<file path="src/rtl/path_meas_pkg.sv">
// path_meas_pkg: shared FSM state encoding and trial-count constant for path_delay_meter
//   TRIALS  default number of trials per measurement (power of two)
//   state_e measurement controller states
package path_meas_pkg;

    localparam int TRIALS = 16;

    typedef enum logic [2:0] {
        IDLE,
        SETTLE,
        LAUNCH,
        MEASURE,
        RECORD,
        DONE
    } state_e;

endpackage

</file>
<file path="src/rtl/path_result_sync.sv">
// path_result_sync: multi-flop synchronizer for the asynchronous delay-chain output
//   clk, rst  clock and synchronous active-high reset (flops clear to 0)
//   d_i       asynchronous input
//   q_o       synchronized output, STAGES cycles of latency
module path_result_sync #(
    parameter int STAGES = 2
) (
    input  logic clk,
    input  logic rst,
    input  logic d_i,
    output logic q_o
);

    (* ASYNC_REG = "TRUE" *) logic [STAGES-1:0] sync_q;

    always_ff @(posedge clk) begin
        if (rst) sync_q <= '0;
        else     sync_q <= {sync_q[STAGES-2:0], d_i};
    end

    assign q_o = sync_q[STAGES-1];

endmodule

</file>
<file path="src/rtl/path_delay_meter.sv">
// path_delay_meter: launch/capture controller timing one delay chain over 2^LOG_TRIALS trials
//   clk, rst        clock and synchronous active-high reset
//   start_i         begin a measurement (accepted only while idle)
//   busy_o          measurement in progress
//   done_o          one-cycle pulse when results are valid
//   timeout_err_o   last measurement aborted on a trial timeout
//   path_input_o    registered drive into the chain
//   path_result_i   asynchronous chain output
//   sum_o           sum of all trial counts
//   min_o, max_o    smallest / largest trial count
module path_delay_meter
    import path_meas_pkg::*;
#(
    parameter int CNT_W          = 16,
    parameter int LOG_TRIALS     = $clog2(TRIALS),
    parameter int TIMEOUT_CYCLES = 1000,
    parameter int SETTLE_CYCLES  = 8,
    parameter int SYNC_STAGES    = 2,
    parameter int PATH_INVERTS   = 0
) (
    input  logic                        clk,
    input  logic                        rst,
    input  logic                        start_i,
    output logic                        busy_o,
    output logic                        done_o,
    output logic                        timeout_err_o,
    output logic                        path_input_o,
    input  logic                        path_result_i,
    output logic [CNT_W+LOG_TRIALS-1:0] sum_o,
    output logic [CNT_W-1:0]            min_o,
    output logic [CNT_W-1:0]            max_o
);

    localparam int SUM_W = CNT_W + LOG_TRIALS;
    localparam logic [CNT_W-1:0] TO_CNT = CNT_W'(TIMEOUT_CYCLES);
    localparam logic [CNT_W-1:0] SETTLE_LAST = CNT_W'(SETTLE_CYCLES - 1);
    localparam logic [LOG_TRIALS-1:0] LAST_IDX = LOG_TRIALS'((1 << LOG_TRIALS) - 1);
    localparam logic INV = 1'(PATH_INVERTS);

    state_e                  state_q, state_d;
    logic [CNT_W-1:0]        cnt_q, cnt_d;
    logic [LOG_TRIALS-1:0]   idx_q, idx_d;
    logic                    pin_q, pin_d;
    logic                    terr_q, terr_d;
    logic [SUM_W-1:0]        sum_q, sum_d;
    logic [CNT_W-1:0]        min_q, min_d;
    logic [CNT_W-1:0]        max_q, max_d;
    logic                    rs;
    logic                    matched;
    logic [CNT_W-1:0]        cnt_inc;

    path_result_sync #(.STAGES(SYNC_STAGES)) u_sync (
        .clk (clk),
        .rst (rst),
        .d_i (path_result_i),
        .q_o (rs)
    );

    assign matched = rs == (pin_q ^ INV);
    assign cnt_inc = (cnt_q == '1) ? cnt_q : cnt_q + CNT_W'(1);

    // The path_input edge is registered on entry to LAUNCH, so the counter
    // cleared at the end of LAUNCH makes each trial count exactly chain delay
    // plus synchronizer latency.
    always_comb begin
        state_d = state_q;
        cnt_d   = cnt_q;
        idx_d   = idx_q;
        pin_d   = pin_q;
        terr_d  = terr_q;
        sum_d   = sum_q;
        min_d   = min_q;
        max_d   = max_q;
        case (state_q)
            IDLE: begin
                if (start_i) begin
                    state_d = SETTLE;
                    cnt_d   = '0;
                    idx_d   = '0;
                    terr_d  = 1'b0;
                    sum_d   = '0;
                    min_d   = '1;
                    max_d   = '0;
                end
            end
            SETTLE: begin
                if (cnt_q >= SETTLE_LAST && matched) begin
                    state_d = LAUNCH;
                    pin_d   = ~pin_q;
                end else if (cnt_q >= TO_CNT) begin
                    state_d = DONE;
                    terr_d  = 1'b1;
                end else begin
                    cnt_d = cnt_inc;
                end
            end
            LAUNCH: begin
                state_d = MEASURE;
                cnt_d   = '0;
            end
            MEASURE: begin
                if (matched) begin
                    state_d = RECORD;
                    cnt_d   = cnt_inc;
                end else if (cnt_q >= TO_CNT) begin
                    state_d = DONE;
                    terr_d  = 1'b1;
                end else begin
                    cnt_d = cnt_inc;
                end
            end
            RECORD: begin
                sum_d = sum_q + SUM_W'(cnt_q);
                min_d = (cnt_q < min_q) ? cnt_q : min_q;
                max_d = (cnt_q > max_q) ? cnt_q : max_q;
                if (idx_q == LAST_IDX) begin
                    state_d = DONE;
                end else begin
                    state_d = SETTLE;
                    idx_d   = idx_q + LOG_TRIALS'(1);
                    cnt_d   = '0;
                end
            end
            DONE:    state_d = IDLE;
            default: state_d = IDLE;
        endcase
    end

    always_ff @(posedge clk) begin
        if (rst) begin
            state_q <= IDLE;
            cnt_q   <= '0;
            idx_q   <= '0;
            pin_q   <= 1'b0;
            terr_q  <= 1'b0;
            sum_q   <= '0;
            min_q   <= '1;
            max_q   <= '0;
        end else begin
            state_q <= state_d;
            cnt_q   <= cnt_d;
            idx_q   <= idx_d;
            pin_q   <= pin_d;
            terr_q  <= terr_d;
            sum_q   <= sum_d;
            min_q   <= min_d;
            max_q   <= max_d;
        end
    end

    assign busy_o        = state_q inside {SETTLE, LAUNCH, MEASURE, RECORD};
    assign done_o        = state_q == DONE;
    assign timeout_err_o = terr_q;
    assign path_input_o  = pin_q;
    assign sum_o         = sum_q;
    assign min_o         = min_q;
    assign max_o         = max_q;

endmodule

</file>
<file path="config.mk">
export PLATFORM = sky130hd
export DESIGN_NAME = path_delay_meter
export DESIGN_NICKNAME = d
export VERILOG_FILES = /design/src/rtl/path_meas_pkg.sv /design/src/rtl/path_result_sync.sv /design/src/rtl/path_delay_meter.sv
export SDC_FILE = /design/constraint.sdc
export NUM_CORES = 1
export LEC_CHECK = 0
export CAP_MARGIN = 25
export CORE_MARGIN = 3
export CORE_UTILIZATION = 30
export DETAILED_ROUTE_END_ITERATION = 8
export GPL_TIMING_DRIVEN = 0
export PLACE_DENSITY_LB_ADDON = 0.1
export REMOVE_ABC_BUFFERS = 1
export SYNTH_ARGS = -nofsm -noshare
export SYNTH_HDL_FRONTEND = slang
export SYNTH_SLANG_ARGS = --single-unit
</file>
<file path="constraint.sdc">
create_clock -name clk -period 2.7 [get_ports clk]
set_input_delay 0.54 -clock clk [delete_from_list [all_inputs] [get_ports clk]]
set_output_delay 0.54 -clock clk [all_outputs]
set_load 0.02 [all_outputs]
</file>
# --- After elaboration in Yosys (flattened, before gate mapping) ---
# Cells that the tools add are included.
totals:
  register_bits: 79
  input_bits: 4
  word_cells: 72
op_classes:
  n_addsub: 3
  n_lt_le_gt_ge: 4
  eq_ne: 14
  n_mux: 28
  bitwise: 1
  reduce_logical: 13
ops:
  columns: ["cell", "count"]
  rows:
  - ["$mux 16", 9]
  - ["$pmux 16 s5", 1]
  - ["$pmux 16 s2", 2]
  - ["$pmux 20 s2", 1]
  - ["$add 20x16->20", 1]
  - ["$mux 20", 1]
  - ["$add 16x1->16 const B", 1]
  - ["$eq 16x16->1 const B", 1]
  - ["$ge 16x10->1 const B", 1]
  - ["$ge 16x3->1 const B", 1]
  - ["$gt 16x16->1", 1]
  - ["$lt 16x16->1", 1]
  - ["$mux 3", 5]
  - ["$pmux 3 s5", 1]
  - ["$ne 2x2->1 const B", 6]
  - ["$reduce_and 3->1", 3]
  - ["$mux 4", 2]
  - ["$pmux 4 s2", 1]
  - ["$reduce_and 4->1", 2]
  - ["$eq 3x2->1 const B", 2]
  - ["$eq 3x3->1 const B", 2]
  - ["$reduce_bool 5->1", 1]
  - ["$add 4x1->4 const B", 1]
  - ["$eq 4x4->1 const B", 1]
  - ["other kinds (11)", 15]

# --- Longest topological paths before layout ---
logic_depth:
  word_depth: 5
  depth_mapped: 10
  depth_no_buf: 9

# --- Modules after synthesis ---
# From an unflattened synthesis, not the netlist that was laid out.
unflattened:
  hier_cells: 621
  area_unflattened_um2: 5232.5
by_module_without_submodules:
  columns: ["module", "instances", "cells_per_inst", "area_each_um2", "seq_area_each_um2"]
  rows:
  - ["path_delay_meter", 1, 617, 5180.0, 1541.5]
  - ["path_result_sync", 1, 4, 52.6, 40.0]

# --- Least setup slack after synthesis ---
# Ideal clock, no wire load.
synth_path:
  path_kind: "register to register"
  start: "register max_q[6], in the netlist max_o[6]"
  end: "register max_q[13], in the netlist max_o[13]"
  setup_time_ns: 0.059
  arrival_time_ns: 2.232
  setup_slack_ns: 0.408
  stages_incl_launch_ff: 11
  path_cell_list: "dfxtp_1 inv_1 ha_1 a21o_1 a21oi_1 o211ai_1 o31ai_1 and2_1 clkbuf_1 buf_2 a22o_1"
synth_via:
  elab_chain_cells: 3
synth_rtl:
  columns: ["element", "line", "source"]
  rows:
  - ["from (decl)", "path_delay_meter.sv:47", "logic [CNT_W-1:0] max_q, max_d;"]
  - ["from (signal assigned)", "path_delay_meter.sv:147", "max_q <= max_d;"]
  - ["$gt 16x16->1", "path_delay_meter.sv:115", "max_d = (cnt_q > max_q) ? cnt_q : max_q;"]
  - ["$ne 2x2->1 (no source line)", null, null]
  - ["$reduce_and 3->1 (no source line)", null, null]
# Every way passes these cells.
# A chain may end at the register's enable or synchronous reset.

# --- Worst setup path after layout ---
layout_path:
  start: "register cnt_q[11]"
  end: "register sum_q[13], in the netlist sum_o[13]"
layout_via:
  elab_chain_cells: 2
layout_rtl:
  columns: ["element", "line", "source"]
  rows:
  - ["from (decl)", "path_delay_meter.sv:41", "logic [CNT_W-1:0] cnt_q, cnt_d;"]
  - ["from (signal assigned)", "path_delay_meter.sv:141", "cnt_q <= cnt_d;"]
  - ["$add 20x16->20", "path_delay_meter.sv:113", "sum_d = sum_q + SUM_W'(cnt_q);"]
  - ["$pmux 20 s2", "path_delay_meter.sv:74", "case (state_q)"]
  - ["to (signal assigned)", "path_delay_meter.sv:145", "sum_q <= sum_d;"]
  - ["to (decl)", "path_delay_meter.sv:45", "logic [SUM_W-1:0] sum_q, sum_d;"]
# Every way passes these cells.

==> impl_metrics.toml <==
[outcome]
status = "complete, no violations"

[yosys]
synth_area_um2 = 4900
synthCells = 596
async_flop_share = 0
synth_top_area_share = 0.323
ys_types = 54
ys_top_cells_by_area = "dfxtp_1 32%, ha_1 13%, a21oi_1 5.3%, nor2_1 5.0%, mux2i_1 4.5%"
synth_seq_cells = 79
yosysTopAreaCell = "dfxtp_1"
synth_seq_area_share = 0.323
synth_edf_count = 0
avgSynthCellArea_um2 = 8.22
synthFlopType = "dfxtp_1"
yosysWarnings = 0

[floorplan]
die_h_um = 134
num_rows = 46
die_area_um2 = 17900
io_pins = 60
core_um2 = 15900
fp.dieW_um = 134
initial_core_util = 0.307

[worst_setup_path]
startpoint_type = "flop"
critPathMaxStageDelay_ns = 0.69
crit_slowest_cell = "dfxtp_1"
cp_top_family = "simple AND/OR/NAND/NOR gates"
crit_path_end_kind = "flop"
reg2reg_from = "cnt_q[11]$_SDFFE_PP0P_"
crit_type = "reg2reg"
r2r_cells = 7
critPathMaxFanout = 9
crit_start = "cnt_q[11]$_SDFFE_PP0P_"
crit_buf_inv = 0
r2r_setup_slack_ns = 0.14
critPathRequiredTime_ns = 2.94
crit_path_cell_trace = "ha_1 -> and3_1 -> nor2b_1 -> a21oi_1 -> nand2_1 -> or3_1 -> a32o_1"
reg2reg_to = "sum_o[13]$_SDFFE_PP0P_"
arrival_ns = 2.80

[detailed_routing]
postRouteAntennaNets = 0
vias = 4518
drc_errors = 0
vias_per_cell = 5.18
dr.pass1.iters = 7
wl_um = 14100
drt-initial-drc-count = 252
wl_per_cell_um = 16.2

[timing]
fmax_mhz = 391
finalCritPeriodShare = 0.947
fin_skew_ns = 0.00789
holdWs_ns = 0.435
rsz0062_at_grt = "no"
slew_viol_final = 0
min_period_ns = 2.56
slew_headroom = 0.364
hold_violations = 0
tightest_slew_ns = 0.954
final.setup.worst_slack_ns = 0.143
setup_viol = 0

[cells_and_area]
final_layout_size_suffix_gt1_frac = 0.0777
multi_input_area_um2 = 3080
finish.utilization = 0.385
fillCellCount = 1633
final_cell_mix = "70 x dfxtp_1, 64 x nor2_1, 58 x clkdlybuf4s50_1"
areaGrowthSynthToFinish_pct = 25.4
fin_cells = 872
n_antenna_cell = 0
seq_area_um2 = 1590
fin_nets = 706
final_common_cell = "dfxtp_1"

[clock_tree]
clk_pin_slew_ns = 0.06
clock_latency_ns = 0.35
numCtsBuffers = 9
htreeDepth = 3
ctsHoldBuffers = 0
cts_tree = "built"
cts.sinks = 79
cts_buffer_depth = 2
cts_root_buffer = "clkbuf_16"

[grt]
grt_max_degree = 26
grt_pass1_vias = 4181
overflow = 0
grt_pass1_wl_um = 22500
track_usage = 0.160
antenna_found_initial = 0

[placed_design]
dp.cells = 849
pre_cts_ws_ns = -0.813
io_buffers = 59
hpwl_um = 9810
gp_congestion = 0.848

[run]
cap_violations = 0

[min_path]
hold_depth = 1
min_from = "u_sync.sync_q[0]$_SDFF_PP0_"
hp-class = "reg2reg"
min_to = "u_sync.sync_q[1]$_SDFF_PP0_"

[pwr]
peakVddDrop_v = 0.000343
power_density_nw_per_um2 = 440
p_leak_nw = 2.78
power_w = 0.00270
## cell type report
type	instances	area share
Inverter	44	0.0269
Clock buffer	10	0.0373
Multi-Input combinational cell	449	0.501
Sequential cell	79	0.259
Clock inverter	6	0.0177
Timing Repair Buffer	68	0.113
Tap cell	216	0.0440
## per-layer routing
| metal | up-vias | share of wire | GRT usage |
|---|---|---|---|
| met1 | 2125 | 0.49 | 0.219 |
| met2 | 109 | 0.44 | 0.253 |
| li1 | 2264 | - | - |
| met5 | - | 0 | 0 |
| met3 | 20 | 0.045 | 0.0255 |
| met4 | 0 | 0.018 | 0.0606 |
## cell usage after synthesis (all sizes together), types with 6 or more instances
master	n
nor2b	10
buf	11
ha	50
nand4	8
o21ai	33
xnor2	11
a31oi	10
mux2i	22
nand2	39
nand2b	8
a21o	13
dfxtp	79
inv	44
a22o	16
nor2	66
nor3	10
a21oi	52
and3	14
o31ai	8
a41oi	6
nand3	17
clkbuf	13
## metrics by stage
step,area (um2),setup TNS (ns)
2_1_floorplan,4790,0
3_3_place_gp,5650,-29.16
3_5_place_dp,5710,-17.95
4_1_cts,6080,0
5_1_grt,6140,0
6_report,6140,0
## what timing repair did
item / CTS / global route
resized for setup: 13 / 6
pin swaps: 0 / 3
endpoints found under the setup margin: 18 / 31
buffers inserted: 0 / 7
## state kept, by name, indices dropped and copies added, names as in the netlist
| register | count |
|---|---|
| path_input_o | 1 |
| idx_q | 4 |
| cnt_q | 16 |
| timeout_err_o | 1 |
| u_sync.sync_q | 2 |
| max_o | 16 |
| sum_o | 20 |
| state_q | 3 |
| min_o | 16 |
## logic make-up after synthesis
group                    Yosys count  synth area share
AND/OR/NAND/NOR                  191             0.191
AO/OA/AOI/OAI                    170             0.227
flip-flops                        79             0.323
buffers and inverters             68            0.0554
adder cells (fa/ha/maj)           51             0.132
multiplexers                      22            0.0450
XOR/XNOR                          15            0.0268
## worst max path at each step
stage | endpoint | cells past startpoint
after floorplan | max_o[10]$_SDFFE_PP0P_ | 5
after global placement | max_o[15]$_SDFFE_PP0P_ | 4
after detailed placement | max_o[13]$_SDFFE_PP0P_ | 5
after CTS | cnt_q[13]$_SDFFE_PP0P_ | 7
after global routing | sum_o[13]$_SDFFE_PP0P_ | 7
final | sum_o[13]$_SDFFE_PP0P_ | 7
## power by group
| part | internal, W | switching (W) | leakage (nW) |
|---|---|---|---|
| clock | 0.000903 | 0.000526 | 0.166 |
| sequential | 0.00117 | 0.00000849 | 0.642 |
| combinational | 0.0000318 | 0.0000652 | 1.97 |
## worst reg2reg max path: cells and delay by family (launching register included)
kind,cells,cell delay (ns)
simple gates,4,0.90
flops,1,0.69
compound gates,2,0.45
fa+ha+maj,1,0.40
Note: power is estimated with default switching activity, not from simulation.
